===== src/rtl/seg_scan_pkg.sv =====
// Shared constants for the 7-segment readback path: active-high segment patterns,
// special decode codes and the frame-assembly state encoding.
package seg_scan_pkg;

    localparam logic [6:0] PAT_0     = 7'b0111111;
    localparam logic [6:0] PAT_1     = 7'b0000110;
    localparam logic [6:0] PAT_2     = 7'b1011011;
    localparam logic [6:0] PAT_3     = 7'b1001111;
    localparam logic [6:0] PAT_4     = 7'b1100110;
    localparam logic [6:0] PAT_5     = 7'b1101101;
    localparam logic [6:0] PAT_6     = 7'b1111101;
    localparam logic [6:0] PAT_7     = 7'b0000111;
    localparam logic [6:0] PAT_8     = 7'b1111111;
    localparam logic [6:0] PAT_9     = 7'b1101111;
    localparam logic [6:0] PAT_DASH  = 7'b1000000;
    localparam logic [6:0] PAT_BLANK = 7'b0000000;

    localparam logic [3:0] CODE_DASH  = 4'hA;
    localparam logic [3:0] CODE_ERR   = 4'hE;
    localparam logic [3:0] CODE_BLANK = 4'hF;

    typedef enum logic {
        ST_EMPTY = 1'b0,
        ST_FILL  = 1'b1
    } scan_state_e;

endpackage


===== src/rtl/seg_pattern_decode.sv =====
// Combinational inverse of the display driver's segment encoder: active-low
// pattern in, 4-bit code out (unrecognised patterns map to CODE_ERR).
module seg_pattern_decode
    import seg_scan_pkg::*;
(
    input  logic [6:0] seg_n,
    output logic [3:0] code
);

    logic [6:0] pat_s;

    // Invert to active-high and match against the known glyphs.
    always_comb begin
        pat_s = ~seg_n;
        case (pat_s)
            PAT_0:     code = 4'h0;
            PAT_1:     code = 4'h1;
            PAT_2:     code = 4'h2;
            PAT_3:     code = 4'h3;
            PAT_4:     code = 4'h4;
            PAT_5:     code = 4'h5;
            PAT_6:     code = 4'h6;
            PAT_7:     code = 4'h7;
            PAT_8:     code = 4'h8;
            PAT_9:     code = 4'h9;
            PAT_DASH:  code = CODE_DASH;
            PAT_BLANK: code = CODE_BLANK;
            default:   code = CODE_ERR;
        endcase
    end

endmodule


===== src/rtl/seg_scan_rx.sv =====
// Multiplexed 7-segment bus receiver: glitch filter, decode and frame assembly.
// Optional partial-frame timeout enabled by defining SEG_SCAN_RX_TIMEOUT_EN.
module seg_scan_rx
    import seg_scan_pkg::*;
#(
    parameter int unsigned DIGITS  = 4,
    parameter int unsigned STABLE  = 3,
    parameter int unsigned TIMEOUT = 64
) (
    input  logic                  clk,
    input  logic                  rst,
    input  logic [6:0]            seg_n,
    input  logic [DIGITS-1:0]     dig_sel,
    output logic [4*DIGITS-1:0]   bcd,
    output logic                  frame_valid,
    output logic                  err,
    output logic                  stale
);

    localparam int unsigned   CW       = $clog2(STABLE + 1);
    localparam int unsigned   KW       = DIGITS + 7;
    localparam logic [CW-1:0] STABLE_C = CW'(STABLE);
    localparam logic [CW-1:0] ONE_C    = CW'(1);

    logic [KW-1:0]         key_q, key_d;
    logic [CW-1:0]         cnt_q, cnt_d;
    logic [4*DIGITS-1:0]   work_q, work_d;
    logic [DIGITS-1:0]     seen_q, seen_d;
    logic [4*DIGITS-1:0]   bcd_q, bcd_d;
    logic                  fv_q, fv_d;
    logic                  err_q, err_d;
    logic                  stale_q, stale_d;
    scan_state_e           state_q, state_d;

    logic [3:0]            code_s;
    logic                  onehot_s;
    logic                  commit_s;
    logic                  timeout_s;
    logic                  err_any_s;
    logic [4*DIGITS-1:0]   work_next_s;
    logic [DIGITS-1:0]     seen_next_s;

    seg_pattern_decode u_decode (
        .seg_n (seg_n),
        .code  (code_s)
    );

    // Glitch filter: the counter only reaches STABLE once per distinct held key.
    always_comb begin
        key_d    = {dig_sel, seg_n};
        onehot_s = (dig_sel != '0) &&
                   ((dig_sel & (dig_sel - {{(DIGITS-1){1'b0}}, 1'b1})) == '0);
        if (!onehot_s) begin
            cnt_d = '0;
        end else if (key_d == key_q) begin
            cnt_d = (cnt_q == STABLE_C) ? STABLE_C : cnt_q + ONE_C;
        end else begin
            cnt_d = ONE_C;
        end
        commit_s = onehot_s && (cnt_d == STABLE_C) && (cnt_q == (STABLE_C - ONE_C));
    end

    // Working slots with this edge's commit folded in, so a completing commit lands in the frame.
    always_comb begin
        work_next_s = work_q;
        seen_next_s = seen_q;
        err_any_s   = 1'b0;
        for (int i = 0; i < DIGITS; i++) begin
            if (commit_s && dig_sel[i]) begin
                work_next_s[4*i +: 4] = code_s;
                seen_next_s[i]        = 1'b1;
            end else begin
                work_next_s[4*i +: 4] = work_q[4*i +: 4];
                seen_next_s[i]        = seen_q[i];
            end
        end
        for (int i = 0; i < DIGITS; i++) begin
            if (work_next_s[4*i +: 4] == CODE_ERR) begin
                err_any_s = 1'b1;
            end else begin
                err_any_s = err_any_s;
            end
        end
    end

`ifdef SEG_SCAN_RX_TIMEOUT_EN
    localparam int unsigned IW = $clog2(TIMEOUT + 1);

    logic [IW-1:0] idle_q, idle_d;
    logic [IW-1:0] idle_inc_s;

    // Idle counter runs only while a partial frame is pending; any commit restarts it.
    always_comb begin
        idle_inc_s = idle_q + IW'(1);
        timeout_s  = (state_q == ST_FILL) && !commit_s && (idle_inc_s == IW'(TIMEOUT));
        if ((state_q == ST_FILL) && !commit_s && !timeout_s) begin
            idle_d = idle_inc_s;
        end else begin
            idle_d = '0;
        end
    end

    // Idle counter register.
    always_ff @(negedge clk or negedge rst) begin
        if (!rst) begin
            idle_q <= '0;
        end else begin
            idle_q <= idle_d;
        end
    end
`else
    assign timeout_s = 1'b0;
`endif

    // Frame assembly FSM: emit on full seen mask, drop the partial frame on timeout.
    always_comb begin
        state_d = state_q;
        work_d  = work_next_s;
        seen_d  = seen_next_s;
        bcd_d   = bcd_q;
        err_d   = err_q;
        fv_d    = 1'b0;
        stale_d = stale_q;
        case (state_q)
            ST_EMPTY: begin
                if (commit_s) begin
                    state_d = ST_FILL;
                end else begin
                    state_d = ST_EMPTY;
                end
            end
            ST_FILL: begin
                if (&seen_next_s) begin
                    bcd_d   = work_next_s;
                    err_d   = err_any_s;
                    fv_d    = 1'b1;
                    stale_d = 1'b0;
                    seen_d  = '0;
                    state_d = ST_EMPTY;
                end else if (timeout_s) begin
                    seen_d  = '0;
                    stale_d = 1'b1;
                    state_d = ST_EMPTY;
                end else begin
                    state_d = ST_FILL;
                end
            end
            default: begin
                seen_d  = '0;
                state_d = ST_EMPTY;
            end
        endcase
    end

    // State and datapath registers, all on the falling sample edge.
    always_ff @(negedge clk or negedge rst) begin
        if (!rst) begin
            key_q   <= '0;
            cnt_q   <= '0;
            work_q  <= {DIGITS{CODE_BLANK}};
            seen_q  <= '0;
            bcd_q   <= {DIGITS{CODE_BLANK}};
            fv_q    <= 1'b0;
            err_q   <= 1'b0;
            stale_q <= 1'b0;
            state_q <= ST_EMPTY;
        end else begin
            key_q   <= key_d;
            cnt_q   <= cnt_d;
            work_q  <= work_d;
            seen_q  <= seen_d;
            bcd_q   <= bcd_d;
            fv_q    <= fv_d;
            err_q   <= err_d;
            stale_q <= stale_d;
            state_q <= state_d;
        end
    end

    assign bcd         = bcd_q;
    assign frame_valid = fv_q;
    assign err         = err_q;
    assign stale       = stale_q;

endmodule


===== config.mk =====
export PLATFORM = sky130hd
export DESIGN_NAME = seg_scan_rx
export DESIGN_NICKNAME = d
export VERILOG_FILES = /design/src/rtl/seg_scan_pkg.sv /design/src/rtl/seg_pattern_decode.sv /design/src/rtl/seg_scan_rx.sv
export SDC_FILE = /design/constraint.sdc
export NUM_CORES = 1
export LEC_CHECK = 0
export CORE_UTILIZATION = 43
export DETAILED_ROUTE_END_ITERATION = 10
export GPL_ROUTABILITY_DRIVEN = 1
export PLACE_DENSITY = 0.64
export SYNTH_ARGS = -nofsm -noshare
export SYNTH_HDL_FRONTEND = slang
export SYNTH_SLANG_ARGS = --single-unit

===== constraint.sdc =====
create_clock -name clk -period 2.4 [get_ports clk]
set_clock_uncertainty 0.1 [all_clocks]
set_input_delay 0.48 -clock clk [delete_from_list [all_inputs] [get_ports clk]]
set_output_delay 0.48 -clock clk [all_outputs]
set_load 0.01 [all_outputs]

* Yosys cells after proc, flatten, opt, wreduce, memory -nomap -nowiden
Index checks and enable logic that the tools add are counted.
Widths: inputs -> output; s select.
** Word-level totals
- Word-level logic and storage cells :: 67
- Register bits :: 52
- Output and inout port bits :: 19
- Bits of input ports :: 13
** Operators by class
- Equal/unequal tests :: 19
- Bitwise operators :: 3
- $add $sub $neg :: 2
- Reductions and logical operators :: 12
- Multiplexer cells :: 23
** Operator list (count)
- $eq 7x7->1 const B :: 8
- $pmux 4 s12 :: 1
- $mux 4 :: 6
- $eq 4x4->1 const B :: 4
- $eq 7x3->1 const B :: 2
- $mux 1 :: 12
- $eq 11x11->1 :: 1
- $eq 7x6->1 const B :: 1
- $logic_and 1x1->1 :: 7
- $logic_not 7->1 :: 1
- $not 7->7 :: 1
- $eq 2x2->1 const B :: 3
- $mux 2 :: 3
- $reduce_and 5->1 :: 1
- $and 4x4->4 :: 1
- $logic_not 4->1 :: 1
- $reduce_and 4->1 :: 1
- $reduce_bool 4->1 :: 1
- $sub 4x1->4 const B :: 1
- $add 2x1->2 const B :: 1
- $pmux 1 s2 :: 1
- $not 1->1 :: 1

* Logic depth before layout (Yosys ltp)
- Depth after elaboration :: 15
- Gate-level depth with buffers :: 10

* By module
Synthesis repeated with hierarchy kept, for this count alone.
** Unflattened totals
- Cells, all modules :: 197
- Area, all modules :: 2532.4 µm²
** By module, submodules not included
- seg_scan_rx :: cells each 156, instances 1, area each 2260.9 µm²
- seg_pattern_decode :: cells each 41, instances 1, area each 271.5 µm²

==> reports/metrics.csv <==
stage,metric,value,unit
setup_path,crit_path_end_kind,flip-flop,
setup_path,crit_chain,"buf_8, buf_6, or2_4, o41ai_4, nand3_2, a211o_4, buf_6, mux2i_2, nor3_1, o32a_1",
setup_path,crit_path_max_fanout,5,
placement,gp_congestion,0.858,
detailed_routing,post-route-drc-count,0,
setup_path,timing.rr.end,err,
detailed_routing,wl_per_cell,17.8,um
sta,maxSlewViolCount,0,
cts,ctsHoldBuffers,0,
cts,cts_tree,done,
setup_path,r2r_slack,-0.22,ns
setup_path,r2r_start,key_q[2],
flow_run,cap_violations,0,
global_route,gr-total-overflow,0,
setup_path,critical-path-slowest-cell,a211o_4,
detailed_routing,drt_first_pass_iters,4,
detailed_routing,drtIter0Drc,108,
cts,clk_path_buf_depth,2,
floorplanning,design.core.area,0.00592,mm^2
setup_path,cp_data_required_time,1.27,ns
placement,port_buffers,30,
finish,area_delta_synth_final,73.1,%
yosys,ys_warn_count,0,
yosys,syn_area,0.00265,mm^2
setup_path,setup.worst_path.end,err,
detailed_routing,postRouteAntennaNets,0,
finish,drive_above_1_share,70.1,%
setup_path,critPathMostFrequentCell,buf_6,
global_route,track_usage,21.7,%
pwr,ir_worst_vdd,0.385,mV
finish,antenna_cells,0,
sta,rsz0062_at_grt,true,
cts,clockRootBuffer,clkbuf_8,
floorplanning,io_pins,32,
pwr,p_per_area,440,mW/mm^2
finish,postLayoutCoreUtil,77.4,%
finish,finalNetCount,373,
hold_path,worst_hold_path_type,flip-flop to flip-flop,
floorplanning,die-area,0.00647,mm^2
setup_path,cp-startpoint,seg_n[3],
sta,setup_viol,59,
pwr,power.leakage,2.19,nW
setup_path,cp.depth,10,
cts,htree_num_levels,2,
cts,cts_buffers,5,
sta,setup_slack,-1.22,ns
setup_path,start_kind,input pin,
yosys,ys_ff_latch,52,
sta,hold_ws,0.355,ns
setup_path,critPathKind,input pin to flip-flop,
yosys,synth.distinct_cells,57,
setup_path,rr_worst_depth,9,
setup_path,path_delay_family,compound AO/OA/AOI/OAI gates,
detailed_routing,viasPerCell,5.20,
detailed_routing,vias,2266,
global_route,grt_pass1_wl,10.6,mm
run_status,violations,negative setup slack,
detailed_routing,wirelength,7.77,mm
yosys,synth_flop_cell,dfstp_2,
cts,clock_latency,0.41,ns
placement,place_hpwl,4.02,mm
placement,place_ws,-1.95,ns
yosys,netlist_instances,215,
run_status,status,finished with violations,
yosys,ys_seq_area_share,50.7,%
cts,clk_transition_reported_paths,0.08,ns
yosys,synthesis.nets,228,
setup_path,slowest_delay,0.40,ns
floorplanning,die-width,80.5,um
yosys,avgSynthCellArea,12.3,um^2
yosys,synthArstFlopShare,100,%
floorplanning,start_util,44.7,%
global_route,grt_pass1_vias,2244,
global_route,antenna_found_initial,0,
floorplanning,die_y,80.5,um
cts,clock-sinks,52,
global_route,grt_max_degree,53,
setup_path,path_buf_inv,3,
sta,hold_viol,0,
setup_path,arrival,2.49,ns
floorplanning,rows,28,
yosys,synth-edff-count,0,
## worst min-delay path, cell delays in order (launching register included)
cell,delay (ns)
dfrtn_1,0.34
inv_1,0.07
o31a_1,0.13
## sequential cells by signal, summed over array words and instances (netlist names)
| register | flops |
|---|---|
| bcd | 16 |
| cnt_q | 2 |
| err | 1 |
| frame_valid | 1 |
| key_q | 11 |
| seen_q | 4 |
| state_q | 1 |
| work_q | 16 |
## cell type report
cell class / instances / area, um^2
well taps: 75 / 93.8
inverters: 9 / 36.3
fillers: 349 / 1340
repair buffers: 119 / 1210
flip-flops and latches: 52 / 1340
clock buffers: 5 / 68.8
multi-input cells: 141 / 1670
clock inverters: 35 / 161
## Yosys cell counts, types with 3 or more instances
library cell  count  share of area (%)
dfstp_2          32                 32
dfrtn_1          20                 19
nor2_1           13                1.8
mux2_4           12                6.8
mux2_2           11                4.7
nand2_1          11                1.6
inv_1             9                1.3
xnor2_1           9                3.0
a21oi_1           8                1.5
buf_2             6                1.1
mux2i_1           6                2.3
nor2b_1           6                1.4
o21ai_0           5               0.95
nand3_1           4               0.76
nor3_1            4               0.76
nand2b_1          3               0.71
nand4_1           3               0.71
nand4b_1          3               0.99
## worst min path at each step
stage	from	to	slack, ns	cells past startpoint
3_3_place_gp	cnt_q[0]	cnt_q[0]	0.35	2
6_report	cnt_q[0]	cnt_q[0]	0.36	2
2_1_floorplan	state_q	state_q	0.33	2
5_1_grt	bcd[2]	bcd[2]	0.39	2
4_1_cts	cnt_q[0]	cnt_q[0]	0.36	2
3_5_place_dp	cnt_q[0]	cnt_q[0]	0.36	2
## layer usage
| layer | up-vias | share of wire (%) | global-route usage [%] |
|---|---|---|---|
| met5 | - | 0 | 0 |
| met4 | 0 | 2.0 | 6.61 |
| met3 | 16 | 3.8 | 3.30 |
| met2 | 64 | 52 | 35.7 |
| met1 | 1144 | 43 | 29.3 |
| li1 | 1042 | - | - |
## repair_timing
item | 4_1_cts | 5_1_grt
setup buffers | 28 | 18
gates cloned | 2 | 2
endpoints found under the setup margin | 59 | 59
pin swaps | 30 | 27
resized for setup | 206 | 78
endpoints found under the hold margin | 0 | 0
## layout by cell type (no fill, tap or decap), types with 4 or more instances in the layout
master     n
o21ai_2    6
clkbuf_8   5
nor2_1    12
nand2_4    5
dfrtn_1   20
buf_4     54
nor2b_1    5
mux2_2     6
nand2_1    5
buf_6     50
dfstp_2   32
xnor2_4    8
inv_1     36
mux2_4    18
inv_2      4
buf_8      7
## where the power goes
part           leakage, nW  internal (mW)  switching [mW]  total, mW
Sequential           0.578          0.894          0.0125      0.907
Combinational         1.38          0.157           0.138      0.295
Clock                0.225          0.297           0.517      0.814
Total                 2.19           1.35           0.667       2.02
## through the flow
stage | TNS (ns) | area (um^2) | cells | total power [mW]
after floorplan | -38.12 | 2680 | 215 | 1.09
after global placement | -75.65 | 3340 | 355 | 1.18
after detailed placement | -75.98 | 3340 | 355 | 1.18
after CTS | -41.91 | 4080 | 420 | 1.93
after global routing | -45.50 | 4580 | 436 | 2.13
final | -42.79 | 4580 | 436 | 2.02
## cell families (layout without fill, tap and decap cells)
kind of cell           after synthesis  after routing  synth area share, %
XOR/XNOR                            14             14                 5.91
flip-flops                          52             52                 50.7
AO/OA/AOI/OAI                       28             28                 7.38
other                                1              1                0.142
buffers and inverters               22            168                 4.26
multiplexers                        30             30                 14.2
AND/OR/NAND/NOR                     68             68                 17.4
No activity file was read; power rests on OpenSTA's default activity.
